$ cat src/rtl/key_pkg.sv
// Shared types and helpers for the push-button conditioning logic.
package key_pkg;

    // Debounce FSM states.
    typedef enum logic [1:0] {
        RELEASED,
        DB_PRESS,
        PRESSED,
        DB_RELEASE
    } key_state_t;

    // Counter width. It must hold values up to LONG_CYCLES so that neither
    // the stability counter nor the hold counter can wrap.
    function automatic int cnt_width(input int long_cycles);
        return $clog2(long_cycles + 1);
    endfunction

endpackage

$ cat src/rtl/key_debounce_sync_2ff.sv
// One-bit two-flop synchroniser for asynchronous pad inputs.
// Both flops reset to RST_VAL, which should be the idle level of the pad.
module sync_2ff #(
    parameter logic RST_VAL = 1'b0
) (
    input  logic clk,
    input  logic rst_n,
    input  logic d_i,
    output logic q_o
);

    logic meta_q;
    logic sync_q;

    // Shift the pad through two flops to settle metastability.
    always_ff @(posedge clk or negedge rst_n) begin
        if (!rst_n) begin
            meta_q <= RST_VAL;
            sync_q <= RST_VAL;
        end else begin
            meta_q <= d_i;
            sync_q <= meta_q;
        end
    end

    assign q_o = sync_q;

endmodule

$ cat src/rtl/key_debounce.sv
// Push-button conditioner: synchronises the pad, debounces it with a
// stability counter, and emits registered press / release / long-press
// pulses alongside a clean "pressed" level.
module key_debounce
    import key_pkg::*;
#(
    parameter int   DEBOUNCE_CYCLES = 270000,
    parameter int   LONG_CYCLES     = 27000000,
    parameter logic INV_BTN         = 1'b1
) (
    input  logic clk,
    input  logic rst_n,
    input  logic key_i,
    output logic key_o,
    output logic press_o,
    output logic release_o,
    output logic long_o
);

    localparam int            CW        = cnt_width(LONG_CYCLES);
    localparam logic [CW-1:0] DB_LAST   = CW'(DEBOUNCE_CYCLES - 1);
    localparam logic [CW-1:0] LONG_LAST = CW'(LONG_CYCLES - 1);

    logic          sync_key;
    logic          pressed;
    key_state_t    state_q;
    logic [CW-1:0] stab_q;
    logic [CW-1:0] hold_q;
    logic          long_flag_q;
    logic          key_q;
    logic          press_q;
    logic          release_q;
    logic          long_q;
    logic [CW-1:0] hold_d;
    logic          long_hit_d;

    // Synchroniser idles at the released pad level so reset looks "not pressed".
    sync_2ff #(
        .RST_VAL (INV_BTN)
    ) u_sync (
        .clk   (clk),
        .rst_n (rst_n),
        .d_i   (key_i),
        .q_o   (sync_key)
    );

    assign pressed = sync_key ^ INV_BTN;

    // Saturating hold-count step and the one-shot long-press condition.
    always_comb begin
        hold_d     = (hold_q == LONG_LAST) ? hold_q : hold_q + CW'(1);
        long_hit_d = (hold_q == LONG_LAST) && !long_flag_q;
    end

    // Debounce FSM with counters and registered outputs.
    always_ff @(posedge clk or negedge rst_n) begin
        if (!rst_n) begin
            state_q     <= RELEASED;
            stab_q      <= '0;
            hold_q      <= '0;
            long_flag_q <= 1'b0;
            key_q       <= 1'b0;
            press_q     <= 1'b0;
            release_q   <= 1'b0;
            long_q      <= 1'b0;
        end else begin
            press_q   <= 1'b0;
            release_q <= 1'b0;
            long_q    <= 1'b0;
            case (state_q)
                RELEASED: begin
                    if (pressed) begin
                        state_q <= DB_PRESS;
                        stab_q  <= '0;
                    end
                end
                DB_PRESS: begin
                    if (!pressed) begin
                        state_q <= RELEASED;
                    end else if (stab_q == DB_LAST) begin
                        state_q     <= PRESSED;
                        key_q       <= 1'b1;
                        press_q     <= 1'b1;
                        hold_q      <= '0;
                        long_flag_q <= 1'b0;
                    end else begin
                        stab_q <= stab_q + CW'(1);
                    end
                end
                PRESSED: begin
                    hold_q <= hold_d;
                    if (long_hit_d) begin
                        long_q      <= 1'b1;
                        long_flag_q <= 1'b1;
                    end
                    if (!pressed) begin
                        state_q <= DB_RELEASE;
                        stab_q  <= '0;
                    end
                end
                DB_RELEASE: begin
                    if (!pressed && stab_q == DB_LAST) begin
                        // Release acceptance wins over a coincident long pulse.
                        state_q   <= RELEASED;
                        key_q     <= 1'b0;
                        release_q <= 1'b1;
                        hold_q    <= '0;
                    end else begin
                        // Hold time keeps accumulating while the release is unconfirmed.
                        hold_q <= hold_d;
                        if (long_hit_d) begin
                            long_q      <= 1'b1;
                            long_flag_q <= 1'b1;
                        end
                        if (pressed) begin
                            state_q <= PRESSED;
                        end else begin
                            stab_q <= stab_q + CW'(1);
                        end
                    end
                end
                default: begin
                    state_q <= RELEASED;
                end
            endcase
        end
    end

    assign key_o     = key_q;
    assign press_o   = press_q;
    assign release_o = release_q;
    assign long_o    = long_q;

endmodule

$ cat config.mk
export PLATFORM = sky130hd
export DESIGN_NAME = key_debounce
export DESIGN_NICKNAME = d
export VERILOG_FILES = /design/src/rtl/key_pkg.sv /design/src/rtl/key_debounce_sync_2ff.sv /design/src/rtl/key_debounce.sv
export SDC_FILE = /design/constraint.sdc
export NUM_CORES = 1
export LEC_CHECK = 0
export CAP_MARGIN = 25
export CORE_ASPECT_RATIO = 1.1
export CORE_MARGIN = 2
export CORE_UTILIZATION = 55
export DETAILED_ROUTE_END_ITERATION = 8
export GPL_TIMING_DRIVEN = 0
export MAX_ROUTING_LAYER = met4
export PLACE_DENSITY = 0.8
export SLEW_MARGIN = 20
export SYNTH_ARGS = -nofsm -noshare
export SYNTH_HDL_FRONTEND = slang
export SYNTH_SLANG_ARGS = --single-unit
export TNS_END_PERCENT = 20
$ cat constraint.sdc
create_clock -name clk -period 2.7 [get_ports clk]
set_input_delay 0.54 -clock clk [delete_from_list [all_inputs] [get_ports clk]]
set_output_delay 0.54 -clock clk [all_outputs]
set_load 0.02 [all_outputs]
Yosys cells after proc, flatten, opt, wreduce, memory -nomap -nowiden:

Cells that the tools add are included.

* input bits: 3
* bits in registers: 59
* output and inout bits: 4

* multiplexer cells: 36
* equal/unequal tests: 15
* $add $sub $neg: 2
* reductions and logical operators: 11

Operator list (number)
* 25-bit two-way mux: 10
* 25-bit case mux with 4 select lines: 1
* 25-bit case mux with 3 select lines: 1
* 25-bit by 1-bit adder with 25-bit output, second input constant: 2
* 25-bit by 19-bit equality test with 1-bit output, second input constant: 1
* 25-bit equality test, second input constant: 1
* 1-bit two-way mux: 14
* 2-bit two-way mux: 6
* 2-bit != test, second input constant: 6
* 4-bit AND reduction: 3
* 2-bit case mux with 4 select lines: 1
* 6-bit AND reduction: 1
* 2-bit equality test, second input constant: 2
* 2-bit by 1-bit != test with 1-bit output, second input constant: 2
* 1-bit case mux with 2 select lines: 2
* 3-bit by 2-bit != test with 1-bit output, second input constant: 1
* 3-bit != test, second input constant: 1
* 1-bit case mux with 3 select lines: 1
* 3-bit AND reduction: 1
* 3-bit nonzero test: 1
* 2-bit by 1-bit equality test with 1-bit output, second input constant: 1
* 1-bit logical AND: 2
* 2-bit zero test: 1
* 2-bit nonzero test: 1
* 1-bit zero test: 1

Longest topological paths before layout:

* word-level depth: 5
* gate-level depth with buffers: 8
* gate-level depth less buffers: 7

By module:

From an unflattened synthesis, not the netlist that was laid out.

* cell total of the unflattened synthesis: 367
* area total of the unflattened synthesis: 3313.2 um^2

Modules (own cells, without submodules)
* key_debounce: cells each 365, instances 1, area an instance 3260.6 um^2, seq. area each 1426.4 um^2
* sync_2ff: cells each 2, instances 1, area an instance 52.6 um^2, seq. area each 52.6 um^2

Least setup slack after synthesis:

No wires, ideal clock.

* path type: reg-to-reg
* from: register stab_q[0]
* to: register stab_q[14]
* period minus slack after synthesis: 2.213 ns
* setup slack: 0.487 ns
* arrival time: 2.084 ns
* path buffers: 1
* stages on the path, launching flop included: 9
* cell sequence: dfrtp_1 -> ha_1 -> nor4b_1 -> nand4_1 -> o31ai_4 -> buf_4 -> inv_2 -> a41oi_1 -> nor3_1

* word-level cells in the longest chain between the ends: 4
* elaborated cells on any way between the ends: 11

Ends and longest elaborated chain
* start: declaration: line key_debounce.sv:27 `logic [CW-1:0] stab_q;`
* start signal: assignment: line key_debounce.sv:87 `stab_q <= stab_q + CW'(1);`
* start signal: assignment: line key_debounce.sv:118 `stab_q <= stab_q + CW'(1);`
* 25-bit by 1-bit adder with 25-bit output or 25-bit by 19-bit equality test with 1-bit output (tied branches)
* 25-bit two-way mux, or another cell as far along: line key_debounce.sv:115 `if (pressed) begin`
* 25-bit two-way mux, or another cell as far along: line key_debounce.sv:102 `if (!pressed && stab_q == DB_LAST) begin`
* 25-bit case mux with 4 select lines or 6-bit AND reduction (tied branches)

Parallel ways exist; a longest one is shown, timed or not. The select of a mux whose other input is x is not followed.
A chain may end at the register's enable or synchronous reset.

Worst setup path after layout:

* from: register u_sync.sync_q, in the netlist u_sync.q_o
* to: register stab_q[21]

* word-level cells in the longest chain between the ends: 3
* elaborated cells on any way between the ends: 7

Ends and longest elaborated chain
* start: declaration: line key_debounce_sync_2ff.sv:13 `logic sync_q;`
* start signal: assignment: line key_debounce_sync_2ff.sv:22 `sync_q <= meta_q;`
* 1-bit logical AND: line key_debounce.sv:102
* 2-bit != test (no line)
* 6-bit AND reduction (no line) (*)

Mark *: on every way between the ends. The rest lies on a longest branch, timed or not.

==> metrics.md <==
| Metric | Value |
|---|---|
| Ant diodes | `0` |
| FF-to-FF Start | `u_sync.q_o` |
| Library cells used by synthesis | `60` |
| Final hold vios | `0` |
| Relative slew slack | `51.8%` |
| Via-per-instance ratio | `6.82` |
| Top cells by area, synth | `dfrtp_1, a21oi_1, nand3_1` |
| ANT nets after route | `0` |
| HP Class | `in2async` |
| Skew final | `7.83 ps` |
| Nets@finish | `414` |
| Biggest regs | `hold_q (25), stab_q (25), state_q (2)` |
| Routed wire length | `9050 µm` |
| Post-synth EDFFs | `0` |
| IO Count | `7` |
| Synthesized flop and latch total | `59` |
| Synth warn | `0` |
| CTS Root Cell | `clkbuf_8` |
| CTS Sinks | `59` |
| Final core occ | `between 60% and 70%` |
| Vias in the first global route | `between 3,000 and 4,000` |
| Post-Synthesis Cells | `387` |
| Startpoint Class | `register` |
| Most used DFF post-synth | `dfrtp_1` |
| Syn_area_per_cell | `between 9 and 10 µm²` |
| Sequential cell area | `1480 µm²` |
| Final min period | `2540 ps` |
| Initial antenna violation count | `0` |
| Post-route insts no fill | `494` |
| Initial core utilization | `57.1%` |
| Part of the Yosys area used for sequential elements | `between 40% and 50%` |
| Worst vdd ir | `0.350 mV` |
| Cell Chain, Critical Path | `clkbuf_1 -> xor2_1 -> or3_1 -> buf_2 -> or4_1 -> a21oi_1` |
| Leakage Power | `1.53 nW` |
| Die W | `80.2 µm` |
| Row Count | `30` |
| GRT overflow | `0` |
| Area of the multi-input gates | `1920 µm²` |
| Setup slack, reg-to-reg | `between 150 and 200 ps` |
| Max capacitance violation total | `0` |
| DR DRC count | `0` |
| Mapped Nets | `around 390` |
| Share of flip-flops with an asynchronous set or reset | `100%` |
| PD cells | `456 nW/µm²` |
| CTS buffer count | `9` |
| First-pass GRT wire length | `about 15,000 µm` |
| DRT Pass-1 Iters | `5` |
| Most common cell in the synthesized netlist | `dfrtp_1` |
| Max Root-Sink Buffers | `2` |
| Die Span Y | `slightly below 90 µm` |
| Worst Path Buf+Inv | `2` |
| R2R cell count | `6` |
| Mapped cell area | `approximately 3500 µm²` |
| Drt first-iter violations | `~330` |
| Slew Limit Fails | `0` |
| Layout cells sized above 1 | `13.5%` |
| Data arrival, critical path | `about 2800 ps` |
| Core area | `6160 µm²` |
| Largest net degree at the start of global routing | `33` |
| Clk Latency, worst-skew pair | `350 ps` |
| WS Path Type | `reg2reg` |
| Min Hold Slack | `roughly 110 ps` |
| Die ar. | `7040 µm²` |
| CP endpoint kind | `register` |
| Placer Congestion | `0.948` |
| TritonCTS clock tree | `built` |
| H-Tree Depth | `3` |
| Area share of the largest cell type after synthesis | `40.6%` |
| Routed wire per std cell | `18.3 µm` |
| Max Fclk | `roughly 400 MHz` |
| Total global-route track usage | `29.0%` |
| Worst Path Required | `2970 ps` |
| Yosys top cell by area | `dfrtp_1` |
| Placed cells | `474` |
| Worst slew pin tran | `720 ps` |
| Dpl hpwl | `between 6000 and 7000 µm` |
| Final Cycle Share | `a little over nine tenths` |
| Top cell types by occurrence after synthesis | `dfrtp_1, a21oi_1, nand3_1` |
| RSZ-0062 raised after global routing | `true` |
| Critical path's slowest cell | `dfstp_2` |
| Fillers | `just under 500` |
| Critical R2R Capture | `stab_q[21]` |
| Largest stage delay, worst path | `510 ps` |
| CP delay by family, top | `simple AND/OR/NAND/NOR gates` |
| Area grow syn2layout | `12.2%` |
| Vias | `3,367` |
| Final setup viols | `0` |
| Post-CTS Hold Buffers | `0` |
| Run status | `completed` |
| Worst-path clk slew | `70 ps` |
| Crit-path max FO | `10` |
| Port bufs | `6` |
worst max path at each step:
stage	endpoint	cells after the start	startpoint	slack, ps
CTS	hold_q[14]	6	stab_q[0]	-30
finish	stab_q[21]	6	u_sync.q_o	160
global placement	hold_q[19]	1	rst_n	-750
detailed placement	hold_q[14]	6	stab_q[0]	-20
floorplan	stab_q[14]	8	stab_q[0]	490
global route	stab_q[21]	6	u_sync.q_o	-50
where the power goes:
part / internal, mW / total [mW] / switching (mW) / leakage, nW
registers: 0.893 / 0.907 / 0.0140 / 0.812
clock network: 0.446 / 0.811 / 0.365 / 0.0991
logic: 0.0238 / 0.0786 / 0.0548 / 0.615
total: 1.36 / 1.80 / 0.434 / 1.53
repair_timing:
action	CTS	global route
pin swaps	0	1
hold endpoints to repair	0	0
setup endpoints to repair	2	29
resized for setup	0	5
buffers inserted	0	4
worst reg2reg max path: cells and delay by family (launching register included):
family	cells	cell delay, ps
AND/OR/NAND/NOR	2	830
flip-flops	1	510
AO/OA/AOI/OAI	1	190
buffers and inverters	2	570
XOR/XNOR	1	340
placed cells by master (no fill, tap or decap), drive strengths merged, types with 4 or more instances in the layout:
cell type,synthesis,routed
and4,9,9
nand2,27,27
clkbuf,6,17
a21oi,39,39
o21ai,26,26
o211ai,4,4
or4,16,16
nor3,15,15
nand3,34,34
nor4,9,9
a21o,5,5
nor2,12,12
or3,18,18
clkdlybuf4s50,0,5
nand4,15,15
buf,12,18
o31ai,13,13
nor4b,5,5
and3,7,7
inv,15,15
dfrtp,57,57
kinds of logic after synthesis:
kind of cell,synth area share [%]
AOI/OAI and AO/OA,20.1
muxes,0.285
and+or+nand+nor,31.5
adders and majority gates,0.712
buffers and inverters,4.03
DFF,42.1
xor gates and xnor gates,1.25
layer usage:
| metal | vias to the layer above | wire, µm | GRT usage (%) |
|---|---|---|---|
| li1 | 1550 | - | - |
| met1 | 1648 | 3620 | 34.1 |
| met2 | 136 | 4570 | 46.7 |
| met3 | 33 | 569 | 5.57 |
| met4 | 0 | 284 | 15.9 |
| met5 | - | 0 | - |
metrics by stage:
step / setup slack (ps) / setup TNS, ps / total power, mW / cell area (µm²)
finish: 163 / 0 / 1.80 / 3940
global route: -52.0 / -79.9 / 1.85 / 3940
CTS: -28.1 / -45.3 / 1.80 / 3880
global placement: -753 / -43010 / 0.991 / 3670
detailed placement: -22.8 / -31.7 / 0.995 / 3690
floorplan: 487 / 0 / 0.956 / 3510
cell type report:
| class | count | share of cell area [%] |
|---|---|---|
| multi-input cells | 295 | 48.7 |
| flip-flops and latches | 59 | 37.6 |
| clock buffers | 11 | 3.59 |
| repair buffers | 11 | 2.73 |
| well taps | 80 | 2.54 |
| plain buffers | 18 | 2.16 |
| inverters | 15 | 1.43 |
| clock inverters | 5 | 1.33 |
(Power assumes the default switching activity.)
